File: config.mk
export PLATFORM = sky130hd
export DESIGN_NAME = irq_ctrl16
export DESIGN_NICKNAME = d
export VERILOG_FILES = /design/src/rtl/irq_ctrl16.sv
export SDC_FILE = /design/constraint.sdc
export NUM_CORES = 1
export LEC_CHECK = 0
export ABC_AREA = 1
export ABC_CLOCK_PERIOD_IN_PS = 1600
export BUFFER_PORTS_ARGS = -buffer_cell sky130_fd_sc_hd__buf_2
export CORE_ASPECT_RATIO = 2
export CORE_MARGIN = 2
export CORE_UTILIZATION = 40
export DETAILED_ROUTE_END_ITERATION = 6
export GPL_TIMING_DRIVEN = 0
export PLACE_DENSITY = 0.62
export SKIP_CTS_REPAIR_TIMING = 1
export SYNTH_ARGS = -nofsm -noshare
export SYNTH_HDL_FRONTEND = slang
export SYNTH_SLANG_ARGS = --single-unit
File: constraint.sdc
create_clock -name AClkH -period 1.6 [get_ports AClkH]
set_input_delay 0.08 -clock AClkH [delete_from_list [all_inputs] [get_ports AClkH]]
set_output_delay 0.08 -clock AClkH [all_outputs]
set_load 0.1 [all_outputs]
File: src/rtl/irq_ctrl16.sv
// rtl/irq_ctrl16.sv - edge-triggered priority interrupt controller with ack/EOI in-service tracking
// Optional preemptive nesting is enabled by defining IRQ_NEST_EN.
module irq_ctrl16 #(
    parameter int CIrqCnt = 16,
    parameter int CIdxW   = 4
) (
    input  logic               AClkH,
    input  logic               AResetH,
    input  logic               AClkHEn,
    input  logic [CIrqCnt-1:0] AIrqI,
    input  logic               AIrqAck,
    input  logic               AIrqEoi,
    output logic               AIrqReq,
    output logic [CIdxW-1:0]   AIrqIdx,
    output logic [CIrqCnt-1:0] APend,
    output logic [CIrqCnt-1:0] AInServ
);

    typedef enum logic {
        ST_IDLE = 1'b0,
        ST_REQ  = 1'b1
    } state_e;

    state_e             state_q;
    logic               req_q;
    logic [CIdxW-1:0]   idx_q;
    logic [CIrqCnt-1:0] irq_prev_q;
    logic [CIrqCnt-1:0] pend_q;
    logic [CIrqCnt-1:0] pend_d;
    logic [CIrqCnt-1:0] in_serv_q;
    logic [CIrqCnt-1:0] in_serv_d;

    logic [CIrqCnt-1:0] edge_det;
    logic [CIrqCnt-1:0] ack_set;
    logic [CIrqCnt-1:0] eoi_clr;
    logic               ack_fire;
    logic               cand_vld;
    logic [CIdxW-1:0]   cand_idx;
    logic               cand_ok;

    // Ack clears pending and sets in-service for the presented source; a fresh edge on
    // the same line re-arms pending, and EOI retires the lowest (innermost) in-service bit.
    always_comb begin
        edge_det  = AIrqI & ~irq_prev_q;
        ack_fire  = (state_q == ST_REQ) && AIrqAck;
        ack_set   = ack_fire ? (CIrqCnt'(1) << idx_q) : '0;
        eoi_clr   = AIrqEoi ? (in_serv_q & (~in_serv_q + CIrqCnt'(1))) : '0;
        pend_d    = (pend_q & ~ack_set) | edge_det;
        in_serv_d = (in_serv_q & ~eoi_clr) | ack_set;
    end

    always_comb begin
        cand_vld = 1'b0;
        cand_idx = '0;
        for (int i = CIrqCnt - 1; i >= 0; i--) begin
            if (pend_q[i]) begin
                cand_vld = 1'b1;
                cand_idx = CIdxW'(i);
            end
        end
    end

`ifdef IRQ_NEST_EN
    logic             serv_vld;
    logic [CIdxW-1:0] serv_idx;

    // Only a strictly higher-priority source than the innermost in-service one may preempt.
    always_comb begin
        serv_vld = 1'b0;
        serv_idx = '0;
        for (int i = CIrqCnt - 1; i >= 0; i--) begin
            if (in_serv_q[i]) begin
                serv_vld = 1'b1;
                serv_idx = CIdxW'(i);
            end
        end
        cand_ok = cand_vld && (!serv_vld || (cand_idx < serv_idx));
    end
`else
    always_comb begin
        cand_ok = cand_vld && (in_serv_q == '0);
    end
`endif

    always_ff @(posedge AClkH) begin
        if (AResetH) begin
            state_q    <= ST_IDLE;
            req_q      <= 1'b0;
            idx_q      <= '0;
            irq_prev_q <= '0;
            pend_q     <= '0;
            in_serv_q  <= '0;
        end else if (AClkHEn) begin
            irq_prev_q <= AIrqI;
            pend_q     <= pend_d;
            in_serv_q  <= in_serv_d;
            case (state_q)
                ST_IDLE: begin
                    if (cand_ok) begin
                        idx_q   <= cand_idx;
                        req_q   <= 1'b1;
                        state_q <= ST_REQ;
                    end
                end
                ST_REQ: begin
                    // Index stays frozen here until the core acknowledges.
                    if (AIrqAck) begin
                        req_q   <= 1'b0;
                        state_q <= ST_IDLE;
                    end
                end
            endcase
        end
    end

    assign AIrqReq = req_q;
    assign AIrqIdx = idx_q;
    assign APend   = pend_q;
    assign AInServ = in_serv_q;

endmodule

== Word-level counts from Yosys, hierarchy flattened ==
Index checks and enable logic that the tools add are counted.

* Bitwise gates (word level): 11
* Add/sub/neg operators: 1
* Reduce and logical (&&, ||, !) cells: 5
* Equality and inequality tests: 2
* Mux-type cells: 40
* Shift operators: 1

{| class="wikitable"
|+ Operators by type and width
! operator !! number
|-
| 16-bit bitwise AND || 4
|-
| 4-bit 2-to-1 mux || 16
|-
| 16-bit inverter || 4
|-
| 16-bit 2-to-1 mux || 2
|-
| 16-bit OR || 2
|-
| 1-bit 2-to-1 mux || 20
|-
| 16-bit by 1-bit adder with 16-bit output, second input constant || 1
|-
| 16-bit zero test || 1
|-
| 1-bit by 4-bit << shifter with 16-bit output, first input constant || 1
|-
| 3-bit AND reduction || 2
|-
| 2-bit != test, second input constant || 2
|-
| 1-bit case mux with 2 select lines || 2
|-
| 1-bit logical AND || 2
|-
| 1-bit inverter || 1
|}

* Bits in registers: 54
* Word-level logic and storage cells: 66
* Output and inout port bits: 37

== Logic depth before layout (Yosys ltp) ==
Gate-level depths: netlist of run 1.

* Word-level depth: 19
* Depth in mapped cells: 17

== Least setup slack after synthesis of run 1 ==
Ideal clock, no wire load.

* Path kind: reg-to-reg
* Start: register pend_q[14] (netlist: APend[14])
* End: register idx_q[0] (netlist: AIrqIdx[0])
* Required time: 1.468 ns
* Data arrival time: 1.794 ns
* Slack: -0.326 ns
* Cell stages (with the launch flop): 18
* Cells stage by stage: dfxtp_1 > inv_2 > nand2_1 > nand2_1 > nand2_1 > nand2_1 > nand2_1 > nand2_1 > nand2_1 > nand2_1 > nand2_1 > nand2_1 > nand2_1 > nand2_1 > nand2_1 > nand2_1 > nand2_1 > a21oi_1

* Word-level cells in the longest chain between the ends: 17
* Elaborated cells between the ends (all ways): 32
* Those cells by class: mux: 30; reduce/logical: 2

{| class="wikitable"
|+ Ends and longest elaborated chain
! item !! RTL line !! text
|-
| start, declared || 28 || <nowiki>logic [CIrqCnt-1:0] pend_q;</nowiki>
|-
| start signal, assigned || 95 || <nowiki>pend_q <= pend_d;</nowiki>
|-
| 1-bit 2-to-1 mux (15 in a row) || 56 || <nowiki>if (pend_q[i]) begin</nowiki>
|-
| 1-bit logical AND || 81 || <nowiki>cand_ok = cand_vld && (in_serv_q == '0);</nowiki>
|-
| 3-bit AND reduction (no line) || - ||
|-
| end signal, assigned || 100 || <nowiki>idx_q <= cand_idx;</nowiki>
|-
| end, declared || 26 || <nowiki>logic [CIdxW-1:0] idx_q;</nowiki>
|}

Parallel ways exist; a longest one is shown, timed or not.
A chain may end at the register's enable or synchronous reset.

== Worst setup path in the final report of run 1 ==
* Start: register in_serv_q[0] (netlist: AInServ[0])
* End: register in_serv_q[15] (netlist: AInServ[15])

* Word-level cells in the longest chain between the ends: 7

{| class="wikitable"
|+ Ends and longest elaborated chain
! item !! RTL line !! text
|-
| start, declared || 30 || <nowiki>logic [CIrqCnt-1:0] in_serv_q;</nowiki>
|-
| start signal, assigned || 96 || <nowiki>in_serv_q <= in_serv_d;</nowiki>
|-
| 16-bit inverter || 47 || <nowiki>eoi_clr = AIrqEoi ? (in_serv_q & (~in_serv_q + CIrqCnt'(1))) : '0;</nowiki>
|-
| 16-bit by 1-bit adder with 16-bit output || 47 ||
|-
| 16-bit bitwise AND || 47 ||
|-
| 16-bit 2-to-1 mux || 47 ||
|-
| 16-bit inverter || 49 || <nowiki>in_serv_d = (in_serv_q & ~eoi_clr) | ack_set;</nowiki>
|-
| 16-bit bitwise AND || 49 ||
|-
| 16-bit OR || 49 ||
|}

No other way between the ends.

==> results of run 1 <==
[area by class of cell]
| cell class | count | area (um2) | area share |
|---|---|---|---|
| buffer | 9 | 36.3 | 0.0126 |
| clock buffer | 7 | 143 | 0.0497 |
| clock inverter | 1 | 5.00 | 0.00174 |
| inverter | 27 | 101 | 0.0353 |
| multi-input combinational | 229 | 1100 | 0.382 |
| sequential | 54 | 1130 | 0.394 |
| tap | 61 | 76.3 | 0.0266 |
| timing repair buffer | 56 | 280 | 0.0977 |
[sequential cells by signal, indices dropped and copies added, names as in the netlist]
signal and cells:
AInServ 16, state_q 1, APend 16, AIrqIdx 4, irq_prev_q 16, AIrqReq 1
[kinds of logic after synthesis]
| family | count (synthesis) | share of synthesized area |
|---|---|---|
| and+or+nand+nor | 162 | 0.313 |
| AOI/OAI and AO/OA | 67 | 0.155 |
| DFF | 54 | 0.472 |
| buffers and inverters | 36 | 0.0601 |
[cell usage in the layout (no fill, tap or decap), types with 2 or more instances in the layout]
cell type and instances:
sky130_fd_sc_hd__nand2_1 97, sky130_fd_sc_hd__buf_2 58, sky130_fd_sc_hd__a21oi_1 53, sky130_fd_sc_hd__dfxtp_2 34, sky130_fd_sc_hd__inv_1 24, sky130_fd_sc_hd__dfxtp_1 18
sky130_fd_sc_hd__or2_2 16, sky130_fd_sc_hd__nor2_1 15, sky130_fd_sc_hd__nor3_1 9, sky130_fd_sc_hd__nand3_1 8, sky130_fd_sc_hd__clkbuf_1 7, sky130_fd_sc_hd__o21ai_0 6
sky130_fd_sc_hd__nor2_2 5, sky130_fd_sc_hd__clkbuf_16 5, sky130_fd_sc_hd__o21ai_1 4, sky130_fd_sc_hd__inv_2 3, sky130_fd_sc_hd__dfxtp_4 2, sky130_fd_sc_hd__nor4_1 2
sky130_fd_sc_hd__nor2_4 2, sky130_fd_sc_hd__nand2_2 2, sky130_fd_sc_hd__nand4_1 2
[metrics by stage]
stage / setup TNS [ps] / cells / utilization / hold WS [ps] / cell area (um2)
2_1_floorplan: 0 / 319 / - / 234 / 2340
3_3_place_gp: 0 / 436 / 0.481 / 345 / 2700
3_5_place_dp: -39.6 / 436 / 0.481 / 359 / 2700
4_1_cts: -54.4 / 444 / 0.507 / 46.7 / 2850
5_1_grt: -181 / 444 / 0.511 / 62.0 / 2870
6_report: -45.2 / 444 / 0.511 / 51.9 / 2870
[worst min-delay path by stage]
stage | start | endpoint
finish | AIrqI[6] | irq_prev_q[6]$_SDFFE_PP0P_
CTS | AIrqI[14] | irq_prev_q[14]$_SDFFE_PP0P_
global placement | AIrqI[6] | irq_prev_q[6]$_SDFFE_PP0P_
global route | AIrqI[10] | irq_prev_q[10]$_SDFFE_PP0P_
floorplan | AIrqI[6] | irq_prev_q[6]$_SDFFE_PP0P_
detailed placement | AIrqI[1] | irq_prev_q[1]$_SDFFE_PP0P_
[where the power goes]
part	switching (mW)	internal, mW
Sequential	0.0640	1.42
Combinational	0.550	0.163
Clock	0.462	0.621
Total	1.08	2.20
[worst reg2reg max path, stage by stage (launching register included)]
cell                      delay (ps)
sky130_fd_sc_hd__dfxtp_4         350
sky130_fd_sc_hd__or2_4           260
sky130_fd_sc_hd__nor2_4          110
sky130_fd_sc_hd__nand4_1         140
sky130_fd_sc_hd__nor2_2          200
sky130_fd_sc_hd__nand2_2         100
sky130_fd_sc_hd__o41ai_2         240
sky130_fd_sc_hd__a21oi_1         100
[metal layers]
layer  track usage  up-vias  wire [um]
li1              -     1156          -
met1         0.219     1011       2350
met2         0.329       56       3080
met3        0.0443       14        332
met4        0.0837        0        157
met5             0        -          0
==> results_tabular.tex, run 1 <==
\begin{tabular}{lr}
\hline
Metric & Value \\
\hline
\multicolumn{2}{l}{\textbf{Yosys}} \\
Cell type contributing the most total cell area after synthesis & sky130\_fd\_sc\_hd\_\_dfxtp\_1 \\
Synth Warn \# & 0 \\
Syn Inst Count & approximately 320 \\
Most area-consuming cells after synthesis & sky130\_fd\_sc\_hd\_\_dfxtp\_1 47\%, sky130\_fd\_sc\_hd\_\_nand2\_1 16\%, sky130\_fd\_sc\_hd\_\_a21oi\_1 12\% \\
Part of the Yosys area used for sequential elements & 0.472 \\
Most instantiated flip-flop cell in the synthesis netlist & sky130\_fd\_sc\_hd\_\_dfxtp\_1 \\
Syn nets & 340 \\
Top cell types by occurrence after synthesis & 98 x sky130\_fd\_sc\_hd\_\_nand2\_1, 54 x sky130\_fd\_sc\_hd\_\_dfxtp\_1, 53 x sky130\_fd\_sc\_hd\_\_a21oi\_1, 24 x sky130\_fd\_sc\_hd\_\_inv\_1 \\
Count of flip-flops with a built-in enable after synthesis & 0 \\
Area share of the largest cell type after synthesis & 0.472 \\
Flop and latch count out of synthesis & between 50 and 60 \\
Netlist Area Pre-Place & roughly 2300 um2 \\
Async set-or-reset flop fraction in the synthesized netlist & 0 \\
Syn\_area\_per\_cell & between 7 and 8 um2 \\
Yosys cell types & 26 \\
Most used standard cell by instance count after synthesis & sky130\_fd\_sc\_hd\_\_nand2\_1 \\
\multicolumn{2}{l}{\textbf{Clock network}} \\
CTS Root Buffer Type & sky130\_fd\_sc\_hd\_\_clkbuf\_16 \\
CTS clk-pin slew, worst paths & roughly 60 ps \\
CTS H-tree depth & 2 \\
Largest buffer count on any clock path & 2 \\
CTS tree & done \\
Number of buffers inserted during clock tree synthesis & 5 \\
Clock insertion delay at the later pin of the skew report & approximately 290 ps \\
Number of clock sinks & 54 \\
\multicolumn{2}{l}{\textbf{Setup path}} \\
Endpoint of the worst setup timing path & AInServ[15]\$\_SDFFE\_PP0P\_ \\
Crit Reg-Reg Startpoint & AInServ[0]\$\_SDFFE\_PP0P\_ \\
List of cells traversed by the critical path & or2\_4 > nor2\_4 > nand4\_1 > nor2\_2 > nand2\_2 > o41ai\_2 > a21oi\_1 \\
Cell class contributing the biggest share of worst-path delay & simple AND/OR/NAND/NOR gates \\
Maximum net fanout on the critical path & 4 \\
Slowest cell delay on critical path & between 300 and 400 ps \\
Data required time at the worst endpoint & about 1800 ps \\
Worst R2R End & AInServ[15]\$\_SDFFE\_PP0P\_ \\
Type of destination of the critical path & register \\
Levels on crit path & 7 \\
Critical path class & reg2reg \\
CP max-delay cell & sky130\_fd\_sc\_hd\_\_dfxtp\_4 \\
CP startpoint & AInServ[0]\$\_SDFFE\_PP0P\_ \\
Reg2Reg Depth & 7 \\
Startpoint class of the critical path & register \\
Register-to-register setup slack & -40 ps \\
Critical path arrival & 1790 ps \\
CP bufs+invs & 0 \\
\multicolumn{2}{l}{\textbf{Timing}} \\
Clock tree skew after final layout & 1.78 ps \\
Max frequency & between 0.6 and 0.7 GHz \\
Post-route worst setup slack & -36.1 ps \\
Final worst-path cycle share & 1.02 \\
Number of setup violations in the final report & 2 \\
Worst-margin pin slew & 557 ps \\
Max-slew violation count & 0 \\
Min Tclk post-route & between 1500 and 2000 ps \\
Hold Vio Cnt, Final & 0 \\
Worst relative slew slack & 0.629 \\
Setup repair after global routing missed its margin & yes \\
\multicolumn{2}{l}{\textbf{Global route}} \\
Overall track demand over capacity in global routing & 0.192 \\
Number of global-route vias before repair & between 2k and 2.5k \\
Initial antenna violation count & 0 \\
Gr ovfl total & 0 \\
Largest net degree at the start of global routing & 16 \\
Global-route wire length before repair & 9460 um \\
\multicolumn{2}{l}{\textbf{Placement}} \\
Half-perimeter wire length of the detailed placement result & $\sim$4800 um \\
Worst slack at placement & -39.6 ps \\
Global placement routability congestion & 0.844 \\
Count of input and output buffers & 56 \\
\multicolumn{2}{l}{\textbf{Floorplanning}} \\
Die Height & 111 um \\
Overall die area & roughly 6400 um2 \\
Core area & 5610 um2 \\
Number of core rows & 39 \\
Io pins & between 50 and 60 \\
Initial cell density of the core & 0.408 \\
Die Span X & roughly 58 um \\
\multicolumn{2}{l}{\textbf{Final layout}} \\
Share of final-layout standard cells stronger than drive strength 1 & 0.347 \\
Signed area change from the synthesized netlist to the final layout & 25.2\% \\
Count of inserted antenna diode cells & 0 \\
NumNets Final & a little over 400 \\
Number of filler cells placed in the layout & 576 \\
\multicolumn{2}{l}{\textbf{Worst hold path}} \\
Hold depth & 3 \\
Type of the tightest min-delay check & in2reg \\
\multicolumn{2}{l}{\textbf{Power}} \\
Total power density per cell area & approximately 1100 nW/um2 \\
Static Leak & 1.30 nW \\
Final Power & $\sim$3.3 mW \\
Peak supply drop & $\sim$910 uV \\
\multicolumn{2}{l}{\textbf{Detailed routing}} \\
Detailed Route WL & approximately 6000 um \\
Routed len/inst & between 10 and 15 um \\
DRC violation total after the first TritonRoute iteration & 60 \\
Pre-antenna DRT Iters & 4 \\
Post-DRT Antenna Nets & 0 \\
Per-cell via count in the routed design & between 5 and 6 \\
Routed vias & $\sim$2.2k \\
Remaining routing DRC violations & 0 \\
\multicolumn{2}{l}{\textbf{Job}} \\
Max-cap viol count & 0 \\
\multicolumn{2}{l}{\textbf{Outcome}} \\
Violations in the final reports & setup timing \\
Status & finished, violations left \\
\hline
\end{tabular}
No activity file was read; power rests on OpenSTA's default activity.
==> run 2: changes to the inputs <==
--- a/config.mk
+++ b/config.mk
@@ -10,10 +10,10 @@
 export BUFFER_PORTS_ARGS = -buffer_cell sky130_fd_sc_hd__buf_2
 export CORE_ASPECT_RATIO = 2
 export CORE_MARGIN = 2
-export CORE_UTILIZATION = 40
+export CORE_UTILIZATION = 45
 export DETAILED_ROUTE_END_ITERATION = 6
 export GPL_TIMING_DRIVEN = 0
-export PLACE_DENSITY = 0.62
+export PLACE_DENSITY = 0.68
 export SKIP_CTS_REPAIR_TIMING = 1
 export SYNTH_ARGS = -nofsm -noshare
 export SYNTH_HDL_FRONTEND = slang
==> run 2 against run 1 <==
The flow still finishes with violations (setup timing); first-iteration DRC count fell by 13%; register-to-register slack barely moved; largest power group unchanged; sequential power barely moved; final area fell by 0.31%; highest routed layer unchanged; combinational power rose by 2.9%; power fell by 8.4%; via count rose by 2.1%; critical path depth did not move; setup slack improved by 8.4 ps; die area fell by 11%; global-route usage rose by 2.4 points; critical path type unchanged; fmax rose by 0.52%.
==> results_tabular.tex, run 2 (synthesis gave the netlist of run 1 again) <==
\begin{tabular}{lr}
\hline
Metric & Value \\
\hline
\multicolumn{2}{l}{\textbf{Outcome}} \\
Status & finished, violations left \\
Violations in the final reports & setup timing \\
\multicolumn{2}{l}{\textbf{Clock network}} \\
Number of clock sinks & 54 (unchanged) \\
CTS clk-pin slew, worst paths & 90 ps (+30 ps) \\
CTS tree & done \\
Clock insertion delay at the later pin of the skew report & 300 ps (about the same) \\
CTS H-tree depth & 2 (unchanged) \\
Number of buffers inserted during clock tree synthesis & 5 (unchanged) \\
Largest buffer count on any clock path & 2 (unchanged) \\
CTS Root Buffer Type & sky130\_fd\_sc\_hd\_\_clkbuf\_8 \\
\multicolumn{2}{l}{\textbf{Final layout}} \\
Post-Route Utilization & 0.583 (+0.0713) \\
Share of final-layout standard cells stronger than drive strength 1 & 0.370 (+0.0223) \\
Post-route cell area & 2860 um2 (-0.31\%) \\
Signed area change from the synthesized netlist to the final layout & 24.8\% \\
NumNets Final & 407 (+0.99\%) \\
Count of inserted antenna diode cells & 0 (unchanged) \\
Area used by multi-input combinational logic & 1110 um2 (+1.7\%) \\
Most common cell after layout, fill and taps aside & sky130\_fd\_sc\_hd\_\_nand2\_1 \\
Number of filler cells placed in the layout & 525 (-8.9\%) \\
Commonest cells after routing, fill and taps aside & 97 x sky130\_fd\_sc\_hd\_\_nand2\_1, 58 x sky130\_fd\_sc\_hd\_\_buf\_2, 53 x sky130\_fd\_sc\_hd\_\_a21oi\_1 \\
Register Area & 1130 um2 (unchanged) \\
\multicolumn{2}{l}{\textbf{Setup path}} \\
Data required time at the worst endpoint & 1770 ps (about the same) \\
Critical path class & reg2reg \\
Maximum net fanout on the critical path & 3 (-1) \\
Type of destination of the critical path & register \\
List of cells traversed by the critical path & or2\_4 > nor2\_4 > nand4\_1 > nor2\_2 > nand2\_2 > o41ai\_2 > a21oi\_1 \\
CP max-delay cell & sky130\_fd\_sc\_hd\_\_dfxtp\_4 \\
Slowest cell delay on critical path & 350 ps (about the same) \\
Critical path arrival & 1800 ps (about the same) \\
Startpoint class of the critical path & register \\
\multicolumn{2}{l}{\textbf{Detailed routing}} \\
Pre-antenna DRT Iters & 5 (+1) \\
Detailed Route WL & 5830 um (-1.5\%) \\
Remaining routing DRC violations & 0 (unchanged) \\
Routed vias & 2,284 (+2.1\%) \\
DRC violation total after the first TritonRoute iteration & 52 (-13\%) \\
Per-cell via count in the routed design & 5.14 (+2.1\%) \\
Post-DRT Antenna Nets & 0 (unchanged) \\
Routed len/inst & 13.1 um (-1.5\%) \\
\multicolumn{2}{l}{\textbf{Floorplanning}} \\
Die Span X & 54.5 um (-5.3\%) \\
Io pins & 58 (unchanged) \\
Initial cell density of the core & 0.467 (+0.0584) \\
Core area & 4910 um2 (-13\%) \\
Number of core rows & 36 (-7.7\%) \\
Overall die area & 5710 um2 (-11\%) \\
Die Height & 105 um (-5.5\%) \\
\multicolumn{2}{l}{\textbf{Timing}} \\
Worst hold margin & 32.4 ps (-19.5 ps) \\
Post-route worst setup slack & -27.7 ps (+8.41 ps) \\
Setup repair after global routing missed its margin & yes \\
Hold Vio Cnt, Final & 0 (unchanged) \\
Max-slew violation count & 0 (unchanged) \\
Final worst-path cycle share & 1.02 (-0.00526) \\
Max frequency & 0.614 GHz (+0.52\%) \\
Number of setup violations in the final report & 3 (+1) \\
Min Tclk post-route & 1630 ps (-8.41 ps) \\
Clock tree skew after final layout & 4.45 ps (+2.67 ps) \\
Worst-margin pin slew & 513 ps (-44.5 ps) \\
Worst relative slew slack & 0.656 (+0.0270) \\
\multicolumn{2}{l}{\textbf{Job}} \\
Max-cap viol count & 0 (unchanged) \\
\multicolumn{2}{l}{\textbf{Global route}} \\
Largest net degree at the start of global routing & 17 (+1) \\
Gr ovfl total & 0 (unchanged) \\
Number of global-route vias before repair & 2,065 (-1.0\%) \\
Initial antenna violation count & 0 (unchanged) \\
Overall track demand over capacity in global routing & 0.216 (+0.0239) \\
Global-route wire length before repair & 9140 um (-3.4\%) \\
\multicolumn{2}{l}{\textbf{Power}} \\
Static Leak & 1.29 nW (-0.59\%) \\
Peak supply drop & 689 uV (-24\%) \\
Total power density per cell area & 1050 nW/um2 (-8.1\%) \\
\multicolumn{2}{l}{\textbf{Placement}} \\
Global placement routability congestion & 0.841 (-0.32\%) \\
Count of input and output buffers & 56 (unchanged) \\
Placed standard-cell area & 2690 um2 (-0.19\%) \\
Half-perimeter wire length of the detailed placement result & 4620 um (-2.7\%) \\
\multicolumn{2}{l}{\textbf{Worst hold path}} \\
Type of the tightest min-delay check & in2reg \\
\hline
\end{tabular}
==> run 2: cell types whose count changed in the layout (fill, tap and decap cells not counted), sizes merged <==
cell	previous run	this run
clkbuf	13	12
clkinvlp	0	1
buf	59	63
==> run 2: power by group <==
group	internal (mW)	leakage [nW]	switching, mW
Clock	0.349	0.0472	0.437
Combinational	0.176	0.786	0.557
Sequential	1.42	0.458	0.0661
Total	1.94	1.29	1.06
==> run 2: path summary, 6_finish.rpt <==
path	start	to	cells after the start	slack [ps]
setup / recovery	AInServ[0]$_SDFFE_PP0P_	AInServ[15]$_SDFFE_PP0P_	7	-30
hold / removal	AIrqI[6]	irq_prev_q[6]$_SDFFE_PP0P_	3	30
setup reg to reg	AInServ[0]$_SDFFE_PP0P_	AInServ[15]$_SDFFE_PP0P_	7	-30
hold reg to reg	irq_prev_q[11]$_SDFFE_PP0P_	irq_prev_q[11]$_SDFFE_PP0P_	2	460
==> run 2: per-layer routing <==
layer | track usage | vias up | share of wire
met3 | 0.0214 | 13 | 0.041
met5 | 0 | - | 0
li1 | - | 1169 | -
met4 | 0.0929 | 0 | 0.031
met1 | 0.236 | 1029 | 0.37
met2 | 0.389 | 73 | 0.56
==> run 2: area by class of cell <==
| class | count | area share |
|---|---|---|
| sequential | 54 | 0.395 |
| inverter | 27 | 0.0354 |
| tap | 57 | 0.0249 |
| multi-input combinational | 229 | 0.390 |
| clock buffer | 6 | 0.0289 |
| timing repair buffer | 60 | 0.108 |
| buffer | 9 | 0.0127 |
| clock inverter | 2 | 0.00437 |
==> run 2: worst max-delay path, delay by kind of cell (launching register included) <==
kind | cells | cell delay (ps)
simple gates | 5 | 840
compound gates | 2 | 300
flops | 1 | 350
==> run 2: stage by stage <==
step | worst slack (ps) | power [mW] | std cells | TNS, ps
global route | -102 | 3.12 | 444 | -358
finish | -27.7 | 3.00 | 444 | -42.9
global placement | -32.6 | 2.21 | 432 | -56.4
CTS | -71.4 | 2.99 | 440 | -117
floorplan | 10.7 | 2.07 | 319 | 0
detailed placement | -47.5 | 2.22 | 432 | -78.4
